### src/rtl/addr_pair_sweeper.sv
`default_nettype none
// ============================================================================
// Module   : addr_pair_sweeper
// Purpose  : Multi-lane address sweep generator with valid/ready handshake.
//            Each beat carries LANES adjacent addresses {idx, lane}.
// Revision : 1.0 - initial release
// ============================================================================
module addr_pair_sweeper #(
    parameter  int ADDR_W = 14,
    parameter  int LANES  = 2,
    localparam int LANE_W = $clog2(LANES),
    localparam int IDX_W  = ADDR_W - LANE_W
) (
    input  logic                      clk,
    input  logic                      reset,
    input  logic                      start_i,
    input  logic [IDX_W-1:0]          first_idx_i,
    input  logic [IDX_W-1:0]          last_idx_i,
    input  logic                      loop_mode_i,
    input  logic                      abort_i,
    input  logic                      ready_i,
    output logic                      valid_o,
    output logic [LANES*ADDR_W-1:0]   addr_o,
    output logic                      busy_o,
    output logic                      done_o,
    output logic                      cfg_err_o,
    output logic [IDX_W:0]            beat_count_o
);

    localparam logic [1:0] S_IDLE = 2'd0;
    localparam logic [1:0] S_RUN  = 2'd1;
    localparam logic [1:0] S_DONE = 2'd2;

    logic [1:0]       state_q, state_d;
    logic [IDX_W-1:0] idx_q, idx_d;
    logic [IDX_W-1:0] first_q, first_d;
    logic [IDX_W-1:0] last_q, last_d;
    logic             loop_q, loop_d;
    logic [IDX_W:0]   cnt_q, cnt_d;
    logic             cfg_err_q, cfg_err_d;

    logic w_xfer;
    logic w_at_last;
    logic w_cfg_ok;

    assign w_xfer    = (state_q == S_RUN) && ready_i;
    assign w_at_last = (idx_q == last_q);
    assign w_cfg_ok  = (first_idx_i <= last_idx_i);

    // State register
    always_ff @(posedge clk) begin
        if (reset) begin
            state_q <= S_IDLE;
        end else begin
            state_q <= state_d;
        end
    end

    // Next-state logic; abort outranks the end-of-sweep transition
    always_comb begin
        state_d = state_q;
        case (state_q)
            S_IDLE: begin
                if (start_i && w_cfg_ok) begin
                    state_d = S_RUN;
                end
            end
            S_RUN: begin
                if (abort_i) begin
                    state_d = S_IDLE;
                end else if (w_xfer && w_at_last && !loop_q) begin
                    state_d = S_DONE;
                end
            end
            S_DONE:  state_d = S_IDLE;
            default: state_d = S_IDLE;
        endcase
    end

    // Output decode
    always_comb begin
        valid_o = 1'b0;
        busy_o  = 1'b0;
        done_o  = 1'b0;
        case (state_q)
            S_RUN: begin
                valid_o = 1'b1;
                busy_o  = 1'b1;
            end
            S_DONE:  done_o = 1'b1;
            default: ;
        endcase
    end

    // Datapath next-state; the compare precedes the increment, so a last
    // index of all-ones never wraps through zero.
    always_comb begin
        idx_d     = idx_q;
        first_d   = first_q;
        last_d    = last_q;
        loop_d    = loop_q;
        cnt_d     = cnt_q;
        cfg_err_d = 1'b0;
        if (state_q == S_IDLE && start_i) begin
            if (w_cfg_ok) begin
                first_d = first_idx_i;
                last_d  = last_idx_i;
                loop_d  = loop_mode_i;
                idx_d   = first_idx_i;
                cnt_d   = '0;
            end else begin
                cfg_err_d = 1'b1;
            end
        end else if (w_xfer) begin
            if (!(&cnt_q)) begin
                cnt_d = cnt_q + {{IDX_W{1'b0}}, 1'b1};
            end
            if (!w_at_last) begin
                idx_d = idx_q + {{(IDX_W-1){1'b0}}, 1'b1};
            end else if (loop_q) begin
                idx_d = first_q;
            end
        end
    end

    always_ff @(posedge clk) begin
        if (reset) begin
            idx_q     <= '0;
            first_q   <= '0;
            last_q    <= '0;
            loop_q    <= 1'b0;
            cnt_q     <= '0;
            cfg_err_q <= 1'b0;
        end else begin
            idx_q     <= idx_d;
            first_q   <= first_d;
            last_q    <= last_d;
            loop_q    <= loop_d;
            cnt_q     <= cnt_d;
            cfg_err_q <= cfg_err_d;
        end
    end

    assign cfg_err_o    = cfg_err_q;
    assign beat_count_o = cnt_q;

    generate
        for (genvar k = 0; k < LANES; k++) begin : g_lane
            assign addr_o[k*ADDR_W +: ADDR_W] = {idx_q, LANE_W'(k)};
        end
    endgenerate

endmodule
`default_nettype wire
### config.mk
export PLATFORM = sky130hd
export DESIGN_NAME = addr_pair_sweeper
export DESIGN_NICKNAME = d
export VERILOG_FILES = /design/src/rtl/addr_pair_sweeper.sv
export SDC_FILE = /design/constraint.sdc
export NUM_CORES = 1
export LEC_CHECK = 0
export ABC_CLOCK_PERIOD_IN_PS = 2300
export BUFFER_PORTS_ARGS = -buffer_cell sky130_fd_sc_hd__buf_2
export CORE_ASPECT_RATIO = 1.1
export CORE_MARGIN = 2
export CORE_UTILIZATION = 55
export CTS_BUF_LIST = sky130_fd_sc_hd__clkbuf_4 sky130_fd_sc_hd__clkbuf_8 sky130_fd_sc_hd__clkbuf_16
export DETAILED_ROUTE_END_ITERATION = 16
export GPL_TIMING_DRIVEN = 0
export PLACE_DENSITY = 0.88
export REMOVE_ABC_BUFFERS = 1
export SYNTH_ARGS = -nofsm -noshare
export SYNTH_HDL_FRONTEND = slang
export SYNTH_SLANG_ARGS = --single-unit
### constraint.sdc
create_clock -name clk -period 2.3 [get_ports clk]
set_input_delay 0.345 -clock clk [delete_from_list [all_inputs] [get_ports clk]]
set_output_delay 0.345 -clock clk [all_outputs]
set_load 0.02 [all_outputs]
Word-level counts from Yosys, hierarchy flattened. Cells that the tools add are included.

Register bits: 57. Bits in latches: 0. Memory bits (writable): 0. ROM bits: 0. Input bits: 32. Output and inout port bits: 46. Logic and storage cells: 49. Memories kept: 0.

Add/subtract/negate cells: 2. Multiply operators: 0. Div/mod/pow operators: 0. $lt $le $gt $ge: 1. Equal/unequal tests: 8. Shift operators: 0. Multiplexer cells: 16. Bitwise operators: 1. Reductions and logical operators: 14.

Operator list (count): 2-to-1 mux 13 bit (5); 2-to-1 mux 14 bit (4); adder 14 x 1 -> 14 bit, second input constant (1); AND reduction 14 bit (1); adder 13 x 1 -> 13 bit, second input constant (1); equality test 13 bit (1); less-or-equal comparator 13 bit (1); 2-to-1 mux 2 bit (3); != test 2 bit, second input constant (3); != test 3 x 2 -> 1 bit, second input constant (2); AND reduction 3 bit (2); logical AND 1 bit (5); case mux 2 bit (2 select lines) (1); AND reduction 2 bit (2); 2-to-1 mux 1 bit (3); equality test 2 x 1 -> 1 bit, second input constant (1); equality test 2 bit, second input constant (1); zero test 2 bit (1); nonzero test 2 bit (1); OR reduction 2 bit (1); zero test 1 bit (1); inverter 1 bit (1).

Longest topological paths before layout.
Word-level depth: 7. Mapped depth: 11. Gate-level depth less buffers: 8.

Least setup slack after synthesis. OpenSTA, ideal clock, no wires.

Path type: input port to flip-flop. From: input last_idx_i[11]. To: register last_q[2]. Setup time: 0.129 ns. Data arrival time: 1.970 ns. Setup slack: 0.200 ns. Stages on the path: 10. Path buffers: 3. Cells stage by stage: inv_1 > ha_1 > nand4_2 > nor4_2 > o21ba_2 > buf_2 > buf_6 > buf_2 > o211ai_1 > o31ai_1.

Word-level cells in the longest chain between the ends: 2.

RTL lines: from (decl) (line 18) `input logic [IDX_W-1:0] last_idx_i,`; less-or-equal comparator 13 bit (line 48) `assign w_cfg_ok = (first_idx_i <= last_idx_i);`; AND reduction 2 bit (no line); to (signal assigned) (line 137) `last_q <= last_d;`; to (decl) (line 37) `logic [IDX_W-1:0] last_q, last_d;`.

Every way passes these cells. A chain may end at the register's enable or synchronous reset.

Final worst setup path.
From: input last_idx_i[11]. To: register first_q[9].

Word-level cells in the longest chain between the ends: 2.

RTL lines: less-or-equal comparator 13 bit (line 48); AND reduction 2 bit (no line); to (signal assigned) (line 136) `first_q <= first_d;`; to (decl) (line 36) `logic [IDX_W-1:0] first_q, first_d;`.

Every way passes these cells.

==> impl_results.md <==
- RSZ-0062 raised after global routing: false
- HP Start: abort_i
- DIE AREA: 7390 um2
- Final setup fails: 0
- Yosys warns: 0
- Pre-Repair DR Iteration Count: 5
- Status: finished clean
- CTS tree: built
- Slew @ Worst Pin: between 1 and 1.5 ns
- Number of I/O port buffers: 75
- CP Capture Type: flip-flop
- Adder-Cell Fraction of Synth Area: between 5 and 6%
- List of most frequent post-synthesis cells: 57 x dfxtp_1, 32 x a21oi_1, 29 x o211ai_1
- CP Data Arrival Time: about 2.5 ns
- Comb power frac: between 20% and 30%
- Vias: ~3800
- Reg2reg setup slack: 0.13 ns
- Core ar.: about 6600 um2
- Post-synthesis xor/xnor area fraction: ~5.7%
- Clock share of power: 33.9%
- PD cells: between 700 and 800 nW/um2
- Vias in the first global route: around 3500
- Mean area per synthesized cell: ~8 um2
- Clk root buf: clkbuf_8
- Final Net Count: around 540
- Distinct cell type count after synthesis: between 50 and 60
- Post-DRT Antenna Nets: 0
- Post-synthesis compound-gate area fraction: between 20% and 30%
- Wire length of the first global-routing pass: 16400 um
- Antenna diodes: 0
- Clock-pin slew on the worst setup and hold paths: about 0.06 ns
- CTS Hold Buffers Added: 0
- Clk_skew: between 0.006 and 0.007 ns
- Initial antenna violation count: 0
- Worst min-delay path category: input port to flip-flop
- Final period util: 98.8%
- Largest family of logic cells by synthesized area: compound AO/OA/AOI/OAI gates
- Initial core utilization: 56.4%
- HPWL after DPL: 6290 um
- Vias per cell: 6.49
- Min Tclk post-route: ~2.3 ns
- WP data required: about 2.6 ns
- Final Hold Fails: 0
- Layout Cells excl Fill: between 500 and 600
- EDFF count, synth: 0
- FF-to-FF Start: idx_q[8]
- Max Buffers Root-to-Sink: 2
- DRC: 0
- Die X: around 82 um
- Pwr Total: around 3 mW
- Largest net degree at the start of global routing: 60
- Primary FF master, synth: dfxtp_1
- Avg WL per Cell: 18.1 um
- Final Slew Violations: 0
- CTS HTree Levels: 3
- Post-Synth Simple-Gate Area: about a fifth
- GRT Overall Usage: between 20 and 30%
- Dpl cells: ~550
- Critical path type: input port to flip-flop
- Clk_lat worst skew: between 0.3 and 0.4 ns
- Global route overflow: 0
- Asr flop ratio synth: 0%
- Post-synthesis sequential area ratio: around 31%
- Max-cap violations: 0
- Cell taking the most area after synthesis: dfxtp_1
- Static Leakage: approximately 1.7 nW
- Switch Pwr: about 1000 uW
- Chip Height: 90.0 um
- P_int: about 2.0 mW
- Leading post-synthesis cells by cell area: dfxtp_1 31%, o211ai_1 5.9%, xnor2_1 5.5%
- Post-Syn Area: 3690 um2
- F_max: 440 MHz
- CTS Buf Count: 9
- Filler cell count in the final layout: roughly 560
- Post-synthesis register bit count: between 50 and 60
- Io pins: 78
- Critical path origin: last_idx_i[11]
- Syn-to-layout area delta: 14.8%
- Routability cong.: between 0.8 and 0.9
- Worst vdd ir: ~0.00043 V
- Proportion of synthesized area in mux cells: less than 1%
- Worst Path Max Fanout: 26
- Layout cells sized above 1: between 20% and 30%
- Slew headroom: about a quarter
- Row count: 31
- Synth top area share: between 30% and 40%
- Switching share of total power: between 30% and 40%
- Most numerous cell in the Yosys netlist: dfxtp_1
- CTS Sinks: 57
- Startpoint Class: input port
- Seq pwr share: between 30% and 40%
- Initial DRC Count: about 330
- Post-Route WL: roughly 10000 um
- Synth Instances: 450
==> area by class of cell <==
type,count,area [um2],share of cell area (%)
inverters,15,56.3,1.33
clock inverters,2,35.0,0.826
clock buffers,14,180,4.25
well taps,82,103,2.42
flip-flops and latches,57,1140,27.0
multi-input cells,325,2260,53.3
repair buffers,84,463,10.9
==> power by group through the flow <==
stage	clock, mW	combinational, mW	sequential, mW
final	1.01	0.830	1.14
after global routing	1.06	0.885	1.15
after CTS	1.01	0.788	1.14
after detailed placement	0	0.726	1.16
after global placement	0	0.699	1.16
after floorplan	0	0.421	1.22
==> sequential cells by signal, summed over array words and instances (netlist names) <==
signal        cells
cfg_err_o         1
state_q           2
idx_q            13
loop_q            1
beat_count_o     14
first_q          13
last_q           13
==> cell families after synthesis <==
group                    after synthesis
other                                  2
AO/OA/AOI/OAI                        142
flip-flops                            57
adder cells (fa/ha/maj)               15
AND/OR/NAND/NOR                      137
XOR/XNOR                              24
multiplexers                           3
buffers and inverters                 70
==> placed cells by master, fill, tap and decap left out, drive strengths merged, types with 17 or more instances in the layout <==
| cell type | instances |
|---|---|
| dfxtp | 57 |
| a31oi | 17 |
| o211ai | 29 |
| xnor2 | 23 |
| buf | 84 |
| nor2 | 17 |
| nor3 | 18 |
| nand2 | 26 |
| a21oi | 32 |
| o21ai | 20 |
==> critical path, cell delays in order <==
cell and delay, ns:
buf_2 0.08, inv_1 0.05, ha_1 0.32, nand4_2 0.21
o221ai_1 0.46, o21ba_2 0.65, o21ai_0 0.20, a21oi_1 0.21
==> per-stage QoR <==
stage / setup slack (ns) / cell area [um2] / util, % / hold slack, ns / TNS (ns)
6_report: 0.0280 / 4240 / 64.7 / 0.186 / 0
5_1_grt: 0.0152 / 4240 / 64.7 / 0.182 / 0
4_1_cts: 0.0840 / 4200 / 64.1 / 0.187 / 0
3_5_place_dp: -1.61 / 3880 / 59.3 / 0.464 / -58.74
3_3_place_gp: -1.54 / 3850 / 58.8 / 0.456 / -58.51
2_1_floorplan: -0.463 / 3380 / - / 0.414 / -10.60
==> what timing repair did <==
action / in CTS / in global routing
setup endpoints to repair: 57 / 12
gates cloned: 2 / 0
pin swaps: 4 / 3
buffers inserted: 4 / 4
gates resized for setup: 10 / 4
==> routing by layer <==
layer	global-route usage (%)	wire (um)	vias to the layer above
li1	-	-	1729
met1	34.5	4080	1765
met2	45.6	5100	225
met3	5.32	898	40
met4	15.8	384	0
met5	0	0	-
==> path summary, 6_finish.rpt <==
kind | depth (start not counted) | endpoint
worst min register to register | 2 | first_q[10]
worst max-delay path | 8 | first_q[9]
worst min-delay path | 2 | state_q[1]
worst max register to register | 8 | idx_q[12]
Power figures use the tool's default switching activity.
